==> config.mk <==
export PLATFORM = sky130hd
export DESIGN_NAME = div_seq_unit
export DESIGN_NICKNAME = d
export VERILOG_FILES = /design/src/rtl/div_seq_pkg.sv /design/src/rtl/div_seq_step.sv /design/src/rtl/div_seq_unit.sv
export SDC_FILE = /design/constraint.sdc
export NUM_CORES = 1
export LEC_CHECK = 0
export ABC_AREA = 1
export BUFFER_PORTS_ARGS = -buffer_cell sky130_fd_sc_hd__clkbuf_2
export CAP_MARGIN = 5
export CORE_ASPECT_RATIO = 1.2
export CORE_MARGIN = 2
export CORE_UTILIZATION = 35
export CTS_CLUSTER_SIZE = 30
export DETAILED_ROUTE_END_ITERATION = 12
export GPL_TIMING_DRIVEN = 0
export HOLD_SLACK_MARGIN = 0.05
export SYNTH_ARGS = -nofsm -noshare
export SYNTH_HDL_FRONTEND = slang
export SYNTH_SLANG_ARGS = --single-unit
==> constraint.sdc <==
create_clock -name clk -period 3.65 [get_ports clk]
set_input_delay 0.9125 -clock clk [delete_from_list [all_inputs] [get_ports clk]]
set_output_delay 0.9125 -clock clk [all_outputs]
set_load 0.01 [all_outputs]
==> src/rtl/div_seq_pkg.sv <==
// Shared types and helpers for the sequential divider.
// Latency: n/a (types and pure functions only).
// Backpressure: n/a.
//
// Contents: FSM state enum, iteration-counter width function, and
// two's-complement negate / absolute-value helpers. The helpers work on a
// MAX_W-wide container; callers zero-extend into it and size-cast the
// result back, so any operand width up to MAX_W is supported.
package div_seq_pkg;

  typedef enum logic [1:0] {
    IDLE,
    CALC,
    FIX
  } state_t;

  localparam int MAX_W = 64;
  localparam logic [MAX_W-1:0] ONE_W = MAX_W'(1);

  // The counter must hold values up to a_width.
  function automatic int cnt_w(input int aw);
    return $clog2(aw + 1);
  endfunction

  function automatic logic [MAX_W-1:0] tc_neg(input logic [MAX_W-1:0] x);
    return ~x + ONE_W;
  endfunction

  // is_neg is the operand's sign bit, already gated by tc.
  function automatic logic [MAX_W-1:0] tc_abs(input logic [MAX_W-1:0] x,
                                              input logic is_neg);
    return is_neg ? tc_neg(x) : x;
  endfunction

endpackage

==> src/rtl/div_seq_step.sv <==
// One combinational restoring-division step.
// Latency: 0 cycles (pure combinational).
// Backpressure: none; the caller decides when to register the result.
//
// Ports:
//   rem_in   partial remainder, always < divisor on entry
//   din      next dividend bit, shifted in as the new LSB
//   divisor  unsigned divisor magnitude
//   rem_out  new partial remainder
//   q_bit    quotient bit produced by this step
module div_seq_step
  import div_seq_pkg::*;
#(
  parameter int b_width = 8
) (
  input  logic [b_width-1:0] rem_in,
  input  logic               din,
  input  logic [b_width-1:0] divisor,
  output logic [b_width-1:0] rem_out,
  output logic               q_bit
);

  logic [b_width:0] trial;
  logic [b_width:0] dvs_x;

  assign trial = {rem_in, din};
  assign dvs_x = {1'b0, divisor};

  // rem_in < divisor, so trial < 2*divisor and the difference fits b_width.
  assign q_bit   = (trial >= dvs_x);
  assign rem_out = q_bit ? b_width'(trial - dvs_x) : trial[b_width-1:0];

endmodule

==> src/rtl/div_seq_unit.sv <==
// Multi-cycle radix-2 restoring divider, unsigned or two's complement.
// Latency: start at edge E0 -> complete after E0+a_width+1; +1 per hold cycle.
// Backpressure: one op in flight; start while busy ignored (or aborts with DIV_SEQ_ABORT_EN).
//
// Ports:
//   clk, rst      clock, synchronous active-high reset
//   hold          freezes CALC/FIX; no effect in IDLE
//   start, tc     new request and signed-mode select, sampled together with a, b
//   a, b          dividend (a_width), divisor (b_width)
//   complete      result valid, held until the next accepted start
//   divide_by_0   last operation had b == 0
//   quotient      a_width result
//   remainder     b_width result, sign follows the dividend
//
// Build option: define DIV_SEQ_ABORT_EN to let start in CALC/FIX abort and
// restart with the new operands.
module div_seq_unit #(
  parameter int a_width = 8,
  parameter int b_width = 8
) (
  input  logic               clk,
  input  logic               rst,
  input  logic               hold,
  input  logic               start,
  input  logic               tc,
  input  logic [a_width-1:0] a,
  input  logic [b_width-1:0] b,
  output logic               complete,
  output logic               divide_by_0,
  output logic [a_width-1:0] quotient,
  output logic [b_width-1:0] remainder
);

  import div_seq_pkg::*;

  localparam int CW = cnt_w(a_width);
  localparam logic [CW-1:0] LAST = CW'(a_width - 1);
  localparam logic [a_width-1:0] Q_MIN = {1'b1, {(a_width-1){1'b0}}};

  state_t             state;
  logic [CW-1:0]      cnt;
  logic [a_width-1:0] dq;       // dividend bits shifting out, quotient bits shifting in
  logic [b_width-1:0] pr;       // partial remainder
  logic [b_width-1:0] dvs;      // divisor magnitude
  logic [b_width-1:0] a_lo;     // raw dividend low bits, remainder for b == 0
  logic               tc_r;
  logic               neg_q;
  logic               a_neg_r;
  logic               dz;

  logic               a_neg;
  logic               b_neg;
  logic [a_width-1:0] a_abs;
  logic [b_width-1:0] b_abs;
  logic [b_width-1:0] pr_nxt;
  logic               q_bit;
  logic               accept;
  logic [a_width-1:0] q_fix;
  logic [b_width-1:0] r_fix;

  assign a_neg = tc & a[a_width-1];
  assign b_neg = tc & b[b_width-1];
  // Most-negative operands map to 100..0, which reads correctly as unsigned.
  assign a_abs = a_width'(tc_abs(MAX_W'(a), a_neg));
  assign b_abs = b_width'(tc_abs(MAX_W'(b), b_neg));

`ifdef DIV_SEQ_ABORT_EN
  assign accept = start;
`else
  assign accept = start && (state == IDLE);
`endif

  div_seq_step #(
    .b_width (b_width)
  ) u_step (
    .rem_in  (pr),
    .din     (dq[a_width-1]),
    .divisor (dvs),
    .rem_out (pr_nxt),
    .q_bit   (q_bit)
  );

  // Sign correction and divide-by-zero substitution. The most-negative / -1
  // case needs no special handling: the magnitude 100..0 is left unnegated
  // because both signs are negative, which is the required wrap value.
  always_comb begin
    q_fix = dq;
    r_fix = pr;
    if (dz) begin
      r_fix = a_lo;
      if (tc_r) begin
        q_fix = a_neg_r ? Q_MIN : ~Q_MIN;
      end else begin
        q_fix = '1;
      end
    end else begin
      if (neg_q) begin
        q_fix = a_width'(tc_neg(MAX_W'(dq)));
      end
      if (a_neg_r) begin
        r_fix = b_width'(tc_neg(MAX_W'(pr)));
      end
    end
  end

  always_ff @(posedge clk) begin
    if (rst) begin
      state       <= IDLE;
      cnt         <= '0;
      dq          <= '0;
      pr          <= '0;
      dvs         <= '0;
      a_lo        <= '0;
      tc_r        <= 1'b0;
      neg_q       <= 1'b0;
      a_neg_r     <= 1'b0;
      dz          <= 1'b0;
      complete    <= 1'b0;
      divide_by_0 <= 1'b0;
      quotient    <= '0;
      remainder   <= '0;
    end else if (accept) begin
      // Result registers keep the previous answer until FIX overwrites them.
      state    <= CALC;
      cnt      <= '0;
      dq       <= a_abs;
      pr       <= '0;
      dvs      <= b_abs;
      a_lo     <= a[b_width-1:0];
      tc_r     <= tc;
      neg_q    <= a_neg ^ b_neg;
      a_neg_r  <= a_neg;
      dz       <= (b == '0);
      complete <= 1'b0;
    end else if (!hold) begin
      case (state)
        CALC: begin
          pr  <= pr_nxt;
          dq  <= {dq[a_width-2:0], q_bit};
          cnt <= cnt + CW'(1);
          if (cnt == LAST) begin
            state <= FIX;
          end
        end
        FIX: begin
          quotient    <= q_fix;
          remainder   <= r_fix;
          divide_by_0 <= dz;
          complete    <= 1'b1;
          cnt         <= '0;
          state       <= IDLE;
        end
        default: begin
        end
      endcase
    end
  end

endmodule

==> qor.csv <==
metric,value,unit
status,"finished, final reports clean",
WP data arrival,2.19,ns
Leak Pwr,0.00193,uW
achievable clock frequency,0.520,GHz
"FF+latch count, synth",60,
TritonCTS Buffers,9,
asr flop ratio synth,0,
drt pass-1 iters,5,
NumNets Final,609,
CTS tree,done,
clock-pin slew on the worst setup and hold paths,0.05,ns
most frequent cells in the layout,"nand2_1 (107), inv_1 (78), dfxtp_1 (60)",
total congestion overflow,0,
Die X,95.6,um
Sw Ratio,0.300,
Int Power,1420,uW
Synth Flop Type,dfxtp_1,
Mapped Cells,522,
GPL Wtd Cong,0.853,
DIE HEIGHT,114,um
GRT Resource Usage Total,0.184,
Final min period,1.92,ns
wire per inst,13.7,um
Post-Synthesis Net Count,560,
Max Slew Vio Count,0,
clock root buffer,clkbuf_16,
Finished Core Util,0.422,
CTS Hold Bufs,0,
critical-path maximum fanout,3,
Max Cap Viol,0,
Hold Path Class,register to register,
number of I/O pins,39,
vias in the first global route,3272,
initial core utilization,0.356,
Power Density,484,mW/mm^2
Max VDD drop,269,uV
Layout Skew,0.00945,ns
Sequential Power Share,0.352,
final hold vios,0,
final setup fails,0,
# Post-CTS Setup Buffers,0,
Synth Warn #,0,
sw power,607,uW
Worst setup EP type,register,
Iter 0 DRT Violations,195,
Logic pwr share,0.222,
share of cells above drive strength 1,0.137,
Antenna Cells,0,
vias post-DR,3538,
die area,0.0109,mm^2
final instance area,0.00418,mm^2
Clk pwr share,0.426,
Critical Path RT,3.92,ns
Clock Sinks,60,
first-pass GRT wire length,15700,um
largest net degree at the start of global routing,11,
worst slew pin tran,0.627,ns
"most common cell after layout, fill and taps aside",nand2_1,
setup tns final,0,ns
number of remaining DRC errors,0,
vias per std cell,5.04,
drt total wl,9630,um
clock latency on the worst-skew pair,0.33,ns
DRT antenna net count,0,
Crit Path Category,register to register,
Post-DP Area,0.00387,mm^2
Power Total,2020,uW
Core Region,0.00991,mm^2
sequential area share after synthesis,0.341,
synthesized cell area,0.00353,mm^2
Clock Tree Buf Depth,2,
RSZ-0062 raised after global routing,no,
Row Count,40,
Synth area leaders,"dfxtp_1 (34%), nand2_1 (11%), inv_1 (8.3%), a21oi_1 (6.5%), ha_1 (5.7%)",
Synth area leader,dfxtp_1,
Post-CTS Resized,0,
Rel. slew slack,0.582,
hpwl dp,7490,um
critical path startpoint category,register,
final period utilization,0.527,
top-area cell type share of the netlist area,0.341,
Port Buffer Count,38,
H-tree Lvls,3,
Netlist cell types,40,
syn_area_per_cell,6.75,um^2
Post-synth EDFFs,0,
P&R area growth vs syn,18.5,%
initial antenna violation count,0,
[final cells by class]
cell class	count	area, um^2
Inverter	85	319
Tap cell	126	158
Clock buffer	12	256
Fill cell	1041	5730
Buffer	18	98.8
Clock inverter	4	47.5
Timing Repair Buffer	38	190
Multi-Input combinational cell	359	1910
Sequential cell	60	1200
[state kept, by name (all words and copies together), names as in the netlist]
name,cells
state,2
dq,8
dz,1
remainder,8
cnt,4
a_neg_r,1
divide_by_0,1
quotient,8
pr,8
neg_q,1
a_lo,8
complete,1
dvs,8
tc_r,1
[cells in the mapped netlist (2+ instances only)]
library cell	count
o211ai_1	7
nand3b_1	2
nor2_2	3
nand3_1	38
a21oi_1	46
inv_2	6
o221ai_1	4
buf_6	2
a31oi_1	4
inv_1	78
nand4_1	7
nand2_1	107
o21ai_0	37
buf_2	5
dfxtp_1	60
o22ai_1	10
xnor2_1	2
o21bai_1	2
o31ai_1	3
buf_1	2
nor2_1	41
nand2_2	5
xor2_1	8
ha_1	16
nor3_1	5
clkbuf_1	8
[per-stage QoR]
stage | cells | hold slack [ns] | setup WS, ns
final | 702 | 0.465 | 1.73
after global routing | 702 | 0.480 | 1.56
after detailed placement | 686 | 0.456 | 1.41
after global placement | 686 | 0.452 | 1.45
after floorplan | 522 | 0.428 | 1.80
after CTS | 702 | 0.464 | 1.73
[power groups by stage]
stage	Clock, uW	Combinational, uW	Sequential (uW)
after floorplan	0	345	716
after global placement	0	442	725
after detailed placement	0	446	725
after CTS	870	448	712
after global routing	894	512	715
final	862	450	712
[worst paths after layout]
kind                 from           end  slack (ns)  cells after the start
max                 dq[7]         pr[6]        1.73                     12
min          remainder[4]  remainder[4]        0.46                      2
max reg2reg         dq[7]         pr[6]        1.73                     12
min reg2reg  remainder[4]  remainder[4]        0.46                      2
[kinds of logic (layout without fill, tap and decap cells)]
family,count (synthesis),count (layout),synth area share
AOI/OAI and AO/OA,118,118,0.190
xor gates and xnor gates,10,10,0.0248
adders and majority gates,17,17,0.0625
buffers and inverters,103,157,0.119
and+or+nand+nor,214,214,0.263
DFF,60,60,0.341
[worst max-delay path: stages, from the launching register on]
cell and delay, ns:
dfxtp_1 0.33, inv_1 0.11, ha_1 0.23, fa_1 0.40
nand3b_1 0.17, nand2_1 0.11, nand2_1 0.06, nand2_1 0.07
xor2_1 0.15, nand2_1 0.07, nand3_1 0.07, nand2_1 0.05
inv_1 0.04
[routing by layer]
metal  up-vias  global-route usage  wire (um)
li1       1822                   -          -
met1      1596               0.231       4300
met2       101               0.304       4600
met3        19              0.0363        460
met4         0              0.0752        263
met5         -                   0          0
Power figures use the tool's default switching activity.
